$ cat src/rtl/pelican_seq_pkg.sv
`default_nettype none
// +--------------------------------------------------------------------------+
// | Module      : pelican_seq_pkg                                            |
// | Description : Shared types and default constants for the Pelican MAC     |
// |               sequencer: FSM state enum, core_din source select codes    |
// |               and default widths/depths.                                 |
// | Revision    : 1.0 - initial release                                      |
// +--------------------------------------------------------------------------+
package pelican_seq_pkg;

   localparam int c_DEF_W          = 128;
   localparam int c_DEF_LEN_W      = 16;
   localparam int c_DEF_FIFO_DEPTH = 4;
   localparam int c_DEF_TIMEOUT    = 1024;

   typedef enum logic [2:0] {
      S_IDLE      = 3'd0,
      S_IV        = 3'd1,
      S_RUN       = 3'd2,
      S_WAIT_DONE = 3'd3,
      S_OUT       = 3'd4,
      S_ERR       = 3'd5
   } seq_state_t;

   // Source select for the registered core_din value
   localparam logic [1:0] c_DIN_HOLD = 2'd0;
   localparam logic [1:0] c_DIN_IV   = 2'd1;
   localparam logic [1:0] c_DIN_KEY  = 2'd2;
   localparam logic [1:0] c_DIN_FIFO = 2'd3;

endpackage
`default_nettype wire

$ cat src/rtl/pelican_mac_sequencer_if.sv
`default_nettype none
// +--------------------------------------------------------------------------+
// | Module      : pelican_mac_sequencer_if                                   |
// | Description : Bundles the host-side (config, message stream, tag) and    |
// |               core-side (load strobes, din/dout, done) signals of the    |
// |               Pelican MAC sequencer.                                     |
// |   modport slave  : the sequencer's view                                  |
// |   modport master : the host + core view                                  |
// | Revision    : 1.0 - initial release                                      |
// +--------------------------------------------------------------------------+
interface pelican_mac_sequencer_if #(
   parameter int W     = 128,
   parameter int LEN_W = 16
);
   // host configuration / status
   logic             start;
   logic [W-1:0]     cfg_iv;
   logic [W-1:0]     cfg_key;
   logic [LEN_W-1:0] cfg_nblk;
   logic             busy;
   logic             err;
   // message stream
   logic [W-1:0]     msg_data;
   logic             msg_valid;
   logic             msg_ready;
   // tag return
   logic [W-1:0]     tag;
   logic             tag_valid;
   logic             tag_ready;
   // core side
   logic             core_rst;
   logic             core_load_iv;
   logic [W-1:0]     core_din;
   logic             core_load_k;
   logic             core_load_m;
   logic [W-1:0]     core_dout;
   logic             core_done;

   modport slave (
      input  start, cfg_iv, cfg_key, cfg_nblk, msg_data, msg_valid, tag_ready,
             core_load_k, core_load_m, core_dout, core_done,
      output busy, err, msg_ready, tag, tag_valid, core_rst, core_load_iv, core_din
   );

   modport master (
      output start, cfg_iv, cfg_key, cfg_nblk, msg_data, msg_valid, tag_ready,
             core_load_k, core_load_m, core_dout, core_done,
      input  busy, err, msg_ready, tag, tag_valid, core_rst, core_load_iv, core_din
   );

endinterface
`default_nettype wire

$ cat src/rtl/pelican_seq_fifo.sv
`default_nettype none
// +--------------------------------------------------------------------------+
// | Module      : pelican_seq_fifo                                           |
// | Description : Synchronous FIFO for message blocks. Registered storage,   |
// |               no fall-through (a written word is poppable the next       |
// |               cycle). A push while full is taken only together with a    |
// |               pop. Flush empties it in one cycle.                        |
// |   Ports: clk, rst (async, active high), i_push, i_pop, i_flush,          |
// |          i_wdata, o_rdata (head word), o_full, o_empty                   |
// | Revision    : 1.0 - initial release                                      |
// +--------------------------------------------------------------------------+
module pelican_seq_fifo #(
   parameter int WIDTH = 128,
   parameter int DEPTH = 4
) (
   input  logic             clk,
   input  logic             rst,
   input  logic             i_push,
   input  logic             i_pop,
   input  logic             i_flush,
   input  logic [WIDTH-1:0] i_wdata,
   output logic [WIDTH-1:0] o_rdata,
   output logic             o_full,
   output logic             o_empty
);

   localparam int c_AW = $clog2(DEPTH);

   logic [WIDTH-1:0] r_mem [DEPTH];
   // One extra pointer bit distinguishes full from empty
   logic [c_AW:0]    r_wptr;
   logic [c_AW:0]    r_rptr;
   logic             w_push_ok;
   logic             w_pop_ok;

   assign o_empty   = (r_wptr == r_rptr);
   assign o_full    = (r_wptr[c_AW] != r_rptr[c_AW]) &&
                      (r_wptr[c_AW-1:0] == r_rptr[c_AW-1:0]);
   assign w_pop_ok  = i_pop && !o_empty;
   assign w_push_ok = i_push && (!o_full || w_pop_ok);
   assign o_rdata   = r_mem[r_rptr[c_AW-1:0]];

   always_ff @(posedge clk or posedge rst) begin
      if (rst) begin
         r_wptr <= '0;
         r_rptr <= '0;
      end else if (i_flush) begin
         r_wptr <= '0;
         r_rptr <= '0;
      end else begin
         if (w_push_ok) r_wptr <= r_wptr + 1'b1;
         if (w_pop_ok)  r_rptr <= r_rptr + 1'b1;
      end
   end

   // Storage needs no reset; validity is carried by the pointers
   always_ff @(posedge clk) begin
      if (w_push_ok && !i_flush) begin
         r_mem[r_wptr[c_AW-1:0]] <= i_wdata;
      end
   end

endmodule
`default_nettype wire

$ cat src/rtl/pelican_mac_sequencer.sv
`default_nettype none
// +--------------------------------------------------------------------------+
// | Module      : pelican_mac_sequencer                                      |
// | Description : Drives one Pelican MAC core from a host stream. Latches    |
// |               key and block count on start, issues the IV load, answers  |
// |               key / message requests one cycle later from a message      |
// |               FIFO and returns the tag over a valid/ready port.          |
// |   Ports: clk, rst (async, active high), bus (pelican_mac_sequencer_if    |
// |          slave modport: start/cfg_*, busy, err, msg_*, tag*, core_*)     |
// |   Optional feature: define PELICAN_SEQ_TIMEOUT_EN to leave WAIT_DONE     |
// |          for ERR after TIMEOUT cycles without core_done.                 |
// | Revision    : 1.0 - initial release                                      |
// +--------------------------------------------------------------------------+
module pelican_mac_sequencer
   import pelican_seq_pkg::*;
#(
   parameter int W          = c_DEF_W,
   parameter int LEN_W      = c_DEF_LEN_W,
   parameter int FIFO_DEPTH = c_DEF_FIFO_DEPTH,
   parameter int TIMEOUT    = c_DEF_TIMEOUT
) (
   input  logic                   clk,
   input  logic                   rst,
   pelican_mac_sequencer_if.slave bus
);

   if ((FIFO_DEPTH < 2) || ((FIFO_DEPTH & (FIFO_DEPTH - 1)) != 0) || (TIMEOUT < 1)) begin : g_param_check
      $error("pelican_mac_sequencer: FIFO_DEPTH must be a power of 2 >= 2 and TIMEOUT >= 1");
   end

   seq_state_t       r_state;
   seq_state_t       w_state_nxt;

   logic [W-1:0]     r_key;
   logic [LEN_W-1:0] r_nblk;
   logic [LEN_W-1:0] r_delivered;
   logic [LEN_W-1:0] w_delivered_inc;
   logic [W-1:0]     r_core_din;
   logic [W-1:0]     r_tag;
   logic             r_busy;
   logic             r_tag_valid;
   logic             r_err;
   logic             r_load_iv;

   logic             w_latch_cfg;
   logic             w_pop;
   logic             w_tag_cap;
   logic [1:0]       w_din_sel;
   logic             w_in_err;
   logic             w_msg_ready;
   logic             w_fifo_full;
   logic             w_fifo_empty;
   logic [W-1:0]     w_fifo_head;
   logic             w_timeout;

   assign w_in_err        = (r_state == S_ERR);
   assign w_msg_ready     = !w_fifo_full && !w_in_err;
   assign w_delivered_inc = r_delivered + LEN_W'(1);

   pelican_seq_fifo #(
      .WIDTH (W),
      .DEPTH (FIFO_DEPTH)
   ) u_fifo (
      .clk     (clk),
      .rst     (rst),
      .i_push  (bus.msg_valid && w_msg_ready),
      .i_pop   (w_pop),
      .i_flush (w_in_err),
      .i_wdata (bus.msg_data),
      .o_rdata (w_fifo_head),
      .o_full  (w_fifo_full),
      .o_empty (w_fifo_empty)
   );

`ifdef PELICAN_SEQ_TIMEOUT_EN
   localparam int c_TO_W = $clog2(TIMEOUT + 1);
   logic [c_TO_W-1:0] r_to_cnt;

   // Held at zero outside WAIT_DONE so it starts from 0 on entry
   always_ff @(posedge clk or posedge rst) begin
      if (rst) begin
         r_to_cnt <= '0;
      end else if (r_state != S_WAIT_DONE) begin
         r_to_cnt <= '0;
      end else begin
         r_to_cnt <= r_to_cnt + 1'b1;
      end
   end

   assign w_timeout = (r_to_cnt == c_TO_W'(TIMEOUT - 1));
`else
   assign w_timeout = 1'b0;
`endif

   // ---------------- FSM state register ----------------
   always_ff @(posedge clk or posedge rst) begin
      if (rst) begin
         r_state <= S_IDLE;
      end else begin
         r_state <= w_state_nxt;
      end
   end

   // ---------------- FSM next state / control ----------------
   always_comb begin
      w_state_nxt = r_state;
      w_latch_cfg = 1'b0;
      w_pop       = 1'b0;
      w_tag_cap   = 1'b0;
      w_din_sel   = c_DIN_HOLD;
      case (r_state)
         S_IDLE, S_ERR: begin
            if (bus.start) begin
               if (bus.cfg_nblk != '0) begin
                  w_latch_cfg = 1'b1;
                  w_din_sel   = c_DIN_IV;
                  w_state_nxt = S_IV;
               end else if (r_state == S_ERR) begin
                  // start clears the error even when the run itself is empty
                  w_state_nxt = S_IDLE;
               end
            end
         end
         S_IV: begin
            w_state_nxt = S_RUN;
         end
         S_RUN: begin
            // RUN is left as soon as the last block goes out, so any done
            // seen here is premature
            if ((bus.core_load_k && bus.core_load_m) || bus.core_done) begin
               w_state_nxt = S_ERR;
            end else if (bus.core_load_k) begin
               w_din_sel = c_DIN_KEY;
            end else if (bus.core_load_m) begin
               if (w_fifo_empty) begin
                  w_state_nxt = S_ERR;
               end else begin
                  w_pop     = 1'b1;
                  w_din_sel = c_DIN_FIFO;
                  if (w_delivered_inc == r_nblk) begin
                     w_state_nxt = S_WAIT_DONE;
                  end
               end
            end
         end
         S_WAIT_DONE: begin
            if (bus.core_load_m) begin
               w_state_nxt = S_ERR;
            end else if (bus.core_done) begin
               w_tag_cap   = 1'b1;
               w_state_nxt = S_OUT;
            end else begin
               if (bus.core_load_k) begin
                  w_din_sel = c_DIN_KEY;
               end
               if (w_timeout) begin
                  w_state_nxt = S_ERR;
               end
            end
         end
         S_OUT: begin
            if (bus.tag_ready) begin
               w_state_nxt = S_IDLE;
            end
         end
         default: begin
            w_state_nxt = S_IDLE;
         end
      endcase
   end

   // ---------------- datapath and registered outputs ----------------
   always_ff @(posedge clk or posedge rst) begin
      if (rst) begin
         r_key       <= '0;
         r_nblk      <= '0;
         r_delivered <= '0;
         r_core_din  <= '0;
         r_tag       <= '0;
         r_busy      <= 1'b0;
         r_tag_valid <= 1'b0;
         r_err       <= 1'b0;
         r_load_iv   <= 1'b0;
      end else begin
         r_busy      <= (w_state_nxt != S_IDLE);
         r_tag_valid <= (w_state_nxt == S_OUT);
         r_err       <= (w_state_nxt == S_ERR);
         r_load_iv   <= (w_state_nxt == S_IV);

         if (w_latch_cfg) begin
            r_key       <= bus.cfg_key;
            r_nblk      <= bus.cfg_nblk;
            r_delivered <= '0;
         end else if (w_pop) begin
            r_delivered <= w_delivered_inc;
         end

         case (w_din_sel)
            c_DIN_IV:   r_core_din <= bus.cfg_iv;
            c_DIN_KEY:  r_core_din <= r_key;
            c_DIN_FIFO: r_core_din <= w_fifo_head;
            default:    r_core_din <= r_core_din;
         endcase

         if (w_tag_cap) begin
            r_tag <= bus.core_dout;
         end
      end
   end

   assign bus.busy         = r_busy;
   assign bus.err          = r_err;
   assign bus.msg_ready    = w_msg_ready;
   assign bus.tag          = r_tag;
   assign bus.tag_valid    = r_tag_valid;
   assign bus.core_load_iv = r_load_iv;
   assign bus.core_din     = r_core_din;
   assign bus.core_rst     = rst | w_in_err;

endmodule
`default_nettype wire
$ cat src/flat_wrapper.sv
// flat-port wrapper written by rule: the top's interface ports become plain ports
module pelican_mac_sequencer_flat import pelican_seq_pkg::*;
#(
   parameter int W          = c_DEF_W,
   parameter int LEN_W      = c_DEF_LEN_W,
   parameter int FIFO_DEPTH = c_DEF_FIFO_DEPTH,
   parameter int TIMEOUT    = c_DEF_TIMEOUT
)
  (clk, rst, bus_start, bus_cfg_iv, bus_cfg_key, bus_cfg_nblk, bus_msg_data, bus_msg_valid, bus_tag_ready, bus_core_load_k, bus_core_load_m, bus_core_dout, bus_core_done, bus_busy, bus_err, bus_msg_ready, bus_tag, bus_tag_valid, bus_core_rst, bus_core_load_iv, bus_core_din);
  pelican_mac_sequencer_if #(.W(W), .LEN_W(LEN_W)) bus_i ();
  input  logic clk;
  input  logic rst;
  input wire logic [$bits(bus_i.start)-1:0] bus_start;
  input wire logic [$bits(bus_i.cfg_iv)-1:0] bus_cfg_iv;
  input wire logic [$bits(bus_i.cfg_key)-1:0] bus_cfg_key;
  input wire logic [$bits(bus_i.cfg_nblk)-1:0] bus_cfg_nblk;
  input wire logic [$bits(bus_i.msg_data)-1:0] bus_msg_data;
  input wire logic [$bits(bus_i.msg_valid)-1:0] bus_msg_valid;
  input wire logic [$bits(bus_i.tag_ready)-1:0] bus_tag_ready;
  input wire logic [$bits(bus_i.core_load_k)-1:0] bus_core_load_k;
  input wire logic [$bits(bus_i.core_load_m)-1:0] bus_core_load_m;
  input wire logic [$bits(bus_i.core_dout)-1:0] bus_core_dout;
  input wire logic [$bits(bus_i.core_done)-1:0] bus_core_done;
  output wire logic [$bits(bus_i.busy)-1:0] bus_busy;
  output wire logic [$bits(bus_i.err)-1:0] bus_err;
  output wire logic [$bits(bus_i.msg_ready)-1:0] bus_msg_ready;
  output wire logic [$bits(bus_i.tag)-1:0] bus_tag;
  output wire logic [$bits(bus_i.tag_valid)-1:0] bus_tag_valid;
  output wire logic [$bits(bus_i.core_rst)-1:0] bus_core_rst;
  output wire logic [$bits(bus_i.core_load_iv)-1:0] bus_core_load_iv;
  output wire logic [$bits(bus_i.core_din)-1:0] bus_core_din;
  assign bus_i.start = bus_start;
  assign bus_i.cfg_iv = bus_cfg_iv;
  assign bus_i.cfg_key = bus_cfg_key;
  assign bus_i.cfg_nblk = bus_cfg_nblk;
  assign bus_i.msg_data = bus_msg_data;
  assign bus_i.msg_valid = bus_msg_valid;
  assign bus_i.tag_ready = bus_tag_ready;
  assign bus_i.core_load_k = bus_core_load_k;
  assign bus_i.core_load_m = bus_core_load_m;
  assign bus_i.core_dout = bus_core_dout;
  assign bus_i.core_done = bus_core_done;
  assign bus_busy = bus_i.busy;
  assign bus_err = bus_i.err;
  assign bus_msg_ready = bus_i.msg_ready;
  assign bus_tag = bus_i.tag;
  assign bus_tag_valid = bus_i.tag_valid;
  assign bus_core_rst = bus_i.core_rst;
  assign bus_core_load_iv = bus_i.core_load_iv;
  assign bus_core_din = bus_i.core_din;
  pelican_mac_sequencer #(.W(W), .LEN_W(LEN_W), .FIFO_DEPTH(FIFO_DEPTH), .TIMEOUT(TIMEOUT)) u_core (.clk(clk), .rst(rst), .bus(bus_i));
endmodule
$ cat config.mk
export PLATFORM = sky130hd
export DESIGN_NAME = pelican_mac_sequencer_flat
export DESIGN_NICKNAME = d
export VERILOG_FILES = /design/src/rtl/pelican_seq_pkg.sv /design/src/rtl/pelican_mac_sequencer_if.sv /design/src/rtl/pelican_seq_fifo.sv /design/src/rtl/pelican_mac_sequencer.sv /design/src/flat_wrapper.sv
export SDC_FILE = /design/constraint.sdc
export NUM_CORES = 1
export LEC_CHECK = 0
export ABC_CLOCK_PERIOD_IN_PS = 32200
export CAP_MARGIN = 20
export CORE_AREA = 5 5 303 305
export CTS_CLUSTER_SIZE = 8
export DETAILED_ROUTE_END_ITERATION = 6
export DIE_AREA = 0 0 308 310
export GPL_ROUTABILITY_DRIVEN = 0
export PLACE_DENSITY_LB_ADDON = 0.2
export SYNTH_ARGS = -nofsm -noshare
export SYNTH_HDL_FRONTEND = slang
export SYNTH_HIERARCHICAL = 1
export SYNTH_SLANG_ARGS = --single-unit
$ cat constraint.sdc
create_clock -name clk -period 32.2 [get_ports clk]
set_input_delay 6.44 -clock clk [delete_from_list [all_inputs] [get_ports clk]]
set_output_delay 6.44 -clock clk [all_outputs]
set_load 0.01 [all_outputs]
==> results of run 1 <==
-- metal layers --
metal / track usage (%) / up-vias / wire length (microns)
li1: - / 10900 / -
met1: 26.7 / 12400 / 41300
met2: 39.8 / 849 / 58900
met3: 6.08 / 219 / 7500
met4: 11.8 / 24 / 4930
met5: 0 / - / 168
-- cell usage in the layout, fill, tap and decap left out, types with 3 or more instances in the layout --
cell type and count:
clkbuf_16 141, clkbuf_1 76, mux4_2 128, clkdlybuf4s50_1 797, nor4_1 5, mux2_1 3
buf_4 30, nand3b_1 3, mux2i_1 4, ha_1 6, dfrtp_1 427, nand4_1 5
nor2b_1 4, mux2_2 129, o31ai_1 7, inv_1 8, a2bb2oi_2 100, xnor2_1 19
nor2_1 15, a31oi_1 3, inv_6 5, nor3_1 5, diode_2 24, nand3_1 10
a21oi_1 7, xor2_1 8, nand2b_1 8, a41oi_1 3, and2_4 4, a2bb2oi_1 28
edfxtp_1 512, o21ai_0 27, nand2_1 711, o2bb2ai_1 129
-- worst max path at each step --
stage / cells after the start / slack [ps] / endpoint
3_5_place_dp: 4 / 17450 / bus_core_rst
4_1_cts: 4 / 17450 / bus_core_rst
2_1_floorplan: 2 / 8740 / bus_core_rst
6_report: 4 / 17450 / bus_core_rst
3_3_place_gp: 4 / 17470 / bus_core_rst
5_1_grt: 4 / 17320 / bus_core_rst
-- worst max-delay path: stages --
cell and delay [ps]:
clkdlybuf4s50_1 540, inv_8 400, o21ai_0 300, clkdlybuf4s50_1 550
-- state kept, by name, indices dropped and copies added, names as in the netlist, 16 cells and up --
name / flops
u_core/r_nblk: 16
u_core/r_delivered: 16
u_core/bus.core_din: 128
u_core/bus.tag: 128
u_core/r_key: 128
u_core/u_fifo/r_mem: 512
-- through the flow --
stage | hold slack [ps] | cell area, sq um | util, %
2_1_floorplan | 447 | 38300 | -
3_3_place_gp | 460 | 47100 | 52.9
3_5_place_dp | 464 | 47100 | 52.9
4_1_cts | 477 | 51000 | 57.3
5_1_grt | 493 | 51100 | 57.4
6_report | 474 | 51100 | 57.4
-- cell type report --
cell class	instances	area [sq um]	share of cell area, %
diodes	24	60.1	0.117
clock buffers	217	3810	7.46
clock inverters	9	105	0.206
inverters	11	53.8	0.105
multi-input cells	1406	11200	22.0
flip-flops and latches	941	26100	51.1
well taps	1176	1470	2.88
repair buffers	829	8250	16.1
-- logic make-up (layout without fill, tap and decap cells) --
kind of cell,Yosys count,count (layout),synth area share [%]
flip-flops,941,941,68.2
AND/OR/NAND/NOR,792,792,8.31
AO/OA/AOI/OAI,314,314,8.47
multiplexers,264,264,11.5
buffers and inverters,167,1066,2.49
XOR/XNOR,30,30,0.775
adder cells (fa/ha/maj),6,6,0.196
other,0,24,0
-- power by group through the flow --
stage                     Clock (mW)  Combinational (mW)  Sequential, mW
final                           1.30                1.57            1.95
after CTS                       1.34                1.60            1.95
after global placement             0                1.57            1.94
after global routing            1.39                1.68            1.98
after detailed placement           0                1.59            1.96
after floorplan                    0               0.862            1.98
==> metrics.md, run 1 <==
| Metric | Value |
|---|---|
| Crit path time final | 14,750 ps |
| FF-to-FF setup slack | 27,170 ps |
| Layout area overhead | 33.6% |
| Cells after DPL | 4,362 |
| Critical Path AT | 8310 ps |
| Worst-path clk slew | ~50 ps |
| Ys Warns | 6 |
| Peak Freq | around 68 MHz |
| Post-Syn Area | 0.0383 sq mm |
| Final hold vios | 0 |
| Tot Pwr | between 4 and 5 mW |
| Post-CTS Setup Bufs | 0 |
| Clock Sinks | 941 |
| Critical path startpoint | rst |
| Post-synth EDFFs | between 500 and 600 |
| Clk_lat worst skew | 710 ps |
| Post-synth top cells | 712 x nand2_1, 512 x edfxtp_1, 429 x dfrtp_1 |
| Worst setup SP type | primary input |
| Root Driver | clkbuf_16 |
| Vias post-DR | about 24,000 |
| Synth cell types | 66 |
| DR vias/cell | roughly 5.3 |
| Fin Clk Skew | 19.6 ps |
| Worst Tran Pin Value | between 1000 and 1500 ps |
| Reg-to-Reg End | u_core/bus.core_din[3] |
| Synth Instances | between 2,000 and 3,000 |
| Critical path type | primary input to primary output |
| Max FO, Critical Path | 58 |
| PortBufs | 797 |
| Element type at the critical path end | primary output |
| # IOs | 798 |
| Crit share post-route | 45.8% |
| First-pass GRT wire length | ~170,000 microns |
| Worst Slack Setup Final | 17,450 ps |
| Top-area cell type share of the netlist area | 40.2% |
| Final antenna-violating net count | 0 |
| Outcome | finished clean |
| Dpl hpwl | just under 80,000 microns |
| Pins over their slew limit | 0 |
| Post-synth ARST share | 45.6% |
| Post-synthesis register bit count | 941 |
| DRT iter0 DRCs | 1,544 |
| GRT Util Overall | a little under a quarter |
| Hold Path Stages | 2 |
| Layout cells sized above 1 | 16.6% |
| Initial antenna violation count | 37 |
| Full die area | 0.0955 sq mm |
| Leak pwr | between 15 and 20 nW |
| Max Cap Viol | 0 |
| Vias in the first global route | 26,300 |
| RSZ-0062 raised after global routing | no |
| Pre-CTS setup slack | 17,450 ps |
| Total CTS buffers | 136 |
| Die Span X | 308 microns |
| Final wirelength | 113,000 microns |
| Primary FF master, synth | edfxtp_1 |
| Grt total ovfl | 0 |
| Net Sw Frac | a little under a third |
| Worst R2R Start | u_core/u_fifo/r_rptr[1] |
| Drt first pass iters | 7 |
| # resized after CTS | 0 |
| CTS tree | built |
| Slew headroom | 26.7% |
| Std-Cell Rows | 110 |
| Fin cells | 4,613 |
| Final setup TNS | 0 ps |
| Starting Density | ~43% |
| Yosys top cell by area | edfxtp_1 |
| Syn nets | around 3,100 |
| Min-delay src | u_core/r_key[121] |
| Worst vdd ir | ~60 uV |
| Pwr/cell area | 94.3 mW/mm^2 |
| Largest net degree at the start of global routing | 105 |
| Fill cells | approximately 7,000 |
| Register area share after synthesis | between 60% and 70% |
| Net count reported at finish | 3,867 |
| Maximum root-to-sink buffer count | 3 |
| Internal Power | 3.34 mW |
| Worst hold path type | register to register |
| Sequential Power Share | 40.4% |
| Most frequent cell after synthesis | nand2_1 |
| Drt wl/cell | 24.4 microns |
| Height of the die | 310 microns |
| Clk pwr share | 27.0% |
| H-tree depth | 4 |
| Core area | 0.0890 sq mm |
| Area contributors post-synth | edfxtp_1 40%, dfrtp_1 28%, mux4_2 7.5% |
| Depth of the most critical reg-to-reg path | 12 |
| Drt drc | 0 |
| Setup violators final | 0 |
| Avg Inst Size Synth | 15.2 sq um |
| Combinational share of power | 32.6% |
| Hold path endpoint | u_core/r_key[121] |
| Sw Pwr | approximately 1.5 mW |
| Worst path required time | 25,760 ps |
| CTS Hold Buffers Added | 0 |
Power figures use the tool's default switching activity.
==> inputs of run 2 (changes only) <==
--- a/config.mk
+++ b/config.mk
@@ -5,12 +5,12 @@
 export SDC_FILE = /design/constraint.sdc
 export NUM_CORES = 1
 export LEC_CHECK = 0
-export ABC_CLOCK_PERIOD_IN_PS = 32200
+export ABC_CLOCK_PERIOD_IN_PS = 13700
 export CAP_MARGIN = 20
-export CORE_AREA = 5 5 303 305
+export CORE_AREA = 5 5 306 308
 export CTS_CLUSTER_SIZE = 8
 export DETAILED_ROUTE_END_ITERATION = 6
-export DIE_AREA = 0 0 308 310
+export DIE_AREA = 0 0 311 313
 export GPL_ROUTABILITY_DRIVEN = 0
 export PLACE_DENSITY_LB_ADDON = 0.2
 export SYNTH_ARGS = -nofsm -noshare
==> constraint.sdc (replaced) <==
create_clock -name clk -period 13.7 [get_ports clk]
set_input_delay 2.74 -clock clk [delete_from_list [all_inputs] [get_ports clk]]
set_output_delay 2.74 -clock clk [all_outputs]
set_load 0.01 [all_outputs]
==> run 2 against run 1 <==
Critical path depth up 1. Via count down 0.23%. Worst hold slack about the same. Sequential cell count unchanged. Non-clock buffer count unchanged. First-iteration DRC count down 10%. Power up 140%. Design area up 0.28%. Sequential power up 140%. Critical path type unchanged. Critical endpoint unchanged.
==> metrics.md, run 2 (same netlist as run 1, synthesis figures left out) <==
| Metric | Value |
|---|---|
| Final antenna-violating net count | 0 |
| Die Span X | 311 microns |
| Final hold vios | 0 |
| Worst path required time | 10,960 ps |
| DRT iter0 DRCs | around 1,400 |
| Slew headroom | 25.4% |
| Max Cap Viol | 0 |
| GRT Util Overall | 22.9% |
| Vias post-DR | 24,400 |
| Clk_lat worst skew | roughly 710 ps |
| Net count reported at finish | 3,867 |
| # IOs | approximately 800 |
| Dpl hpwl | 78,600 microns |
| Drt wl/cell | 24.5 microns |
| Grt met2 use | 40.6% |
| Placed inst area | roughly 0.047 sq mm |
| # resized after CTS | 0 |
| Worst-path clk slew | 50 ps |
| Combinational share of power | 32.2% |
| RSZ-0062 raised after global routing | no |
| Root Driver | clkbuf_16 |
| Grt total ovfl | 0 |
| DR vias/cell | 5.27 |
| Largest net degree at the start of global routing | about 190 |
| Tot Pwr | 11.4 mW |
| CTS tree | built |
| Net Sw Frac | 30.8% |
| Drt drc | 0 |
| Final setup TNS | 0 ps |
| Worst setup SP type | primary input |
| Grt peak-use layer | met2 |
| Fin cells | ~4,600 |
| H-tree depth | 4 |
| Worst hold path type | register to register |
| Critical Path AT | 4730 ps |
| Depth of the most critical reg-to-reg path | 12 |
| Initial antenna violation count | 34 |
| Leak pwr | 19.5 nW |
| Worst Slack Setup Final | 6230 ps |
| Pre-CTS setup slack | 6230 ps |
| Maximum root-to-sink buffer count | 3 |
| Final instance area | 0.0513 sq mm |
| Height of the die | 313 microns |
| Full die area | 0.0973 sq mm |
| Total CTS buffers | 136 |
| CTS Hold Buffers Added | 0 |
| Layout area overhead | 34.0% |
| PortBufs | around 800 |
| Setup violators final | 0 |
| Peak Freq | 134 MHz |
| Element type at the critical path end | primary output |
| Drt first pass iters | 7 |
| Cells after DPL | around 4,400 |
| Pins over their slew limit | 0 |
| Hold Path Stages | 2 |
| First-pass GRT wire length | 170,000 microns |
| Number of flip-flops in the largest register | 512 |
| Pwr/cell area | 222 mW/mm^2 |
| Commonest cells after routing, fill and taps aside | 797 x clkdlybuf4s50_1, 711 x nand2_1, 512 x edfxtp_1, 427 x dfrtp_1, 139 x clkbuf_16 |
| Vias in the first global route | 26,500 |
| Post-CTS Setup Bufs | 0 |
| Worst hold slack | 474 ps |
| Clock Sinks | around 940 |
| Worst vdd ir | 101 uV |
| Max FO, Critical Path | 41 |
| Crit share post-route | 54.5% |
| Starting Density | a little over two fifths |
| Met3 global-route usage | approximately 6% |
| Outcome | finished clean |
| GR met1 Demand/Resource | 26.0% |
| Std-Cell Rows | 111 |
| Clk pwr share | 27.5% |
| Crit path time final | 7470 ps |
| Internal Power | ~8 mW |
| Sw Pwr | 3.51 mW |
| Most common cell after layout, fill and taps aside | clkdlybuf4s50_1 |
| Final wirelength | 113,000 microns |
| Fin Clk Skew | 32.4 ps |
| Core area | just over 0.09 sq mm |
| Worst Tran Pin Value | 1120 ps |
| Util after Layout | 56.4% |
| Layout cells sized above 1 | 16.6% |
| Critical path type | primary input to primary output |
| Sequential Power Share | ~40% |
-- run 2: final cells by class --
type | count | area [sq um]
fillers | 7242 | 39600
flip-flops and latches | 941 | 26100
multi-input cells | 1406 | 11200
repair buffers | 829 | 8270
clock buffers | 214 | 3760
well taps | 1186 | 1480
clock inverters | 13 | 269
diodes | 26 | 65.1
inverters | 11 | 50.0
-- run 2: worst max-delay path, stage by stage --
cell and delay (ps):
clkdlybuf4s50_1 500, clkinvlp_4 110, buf_4 500, o21ai_0 250, clkdlybuf4s50_1 560
-- run 2: power groups by stage --
stage	registers, mW	logic, mW	clock network, mW
after floorplan	4.66	2.03	0
after global placement	4.58	3.67	0
after CTS	4.60	3.74	3.20
after detailed placement	4.63	3.73	0
final	4.59	3.66	3.13
after global routing	4.68	3.93	3.34
-- run 2: worst paths after layout --
check                                   startpoint                      end  slack, ps
setup / recovery                               rst             bus_core_rst       6230
max in group asynchronous                      rst       u_core/bus.tag[55]       8300
hold reg to reg                   u_core/r_key[94]         u_core/r_key[94]        470
hold / removal                    u_core/r_key[94]         u_core/r_key[94]        470
min in group asynchronous                      rst  u_core/u_fifo/r_rptr[2]       2510
setup reg to reg           u_core/u_fifo/r_rptr[1]  u_core/bus.core_din[58]       7890
-- run 2: routing by layer --
metal | vias to the layer above | wire length (microns)
met5 | - | 117
met4 | 18 | 4900
met3 | 219 | 6710
met2 | 805 | 60100
met1 | 12500 | 41600
li1 | 10900 | -
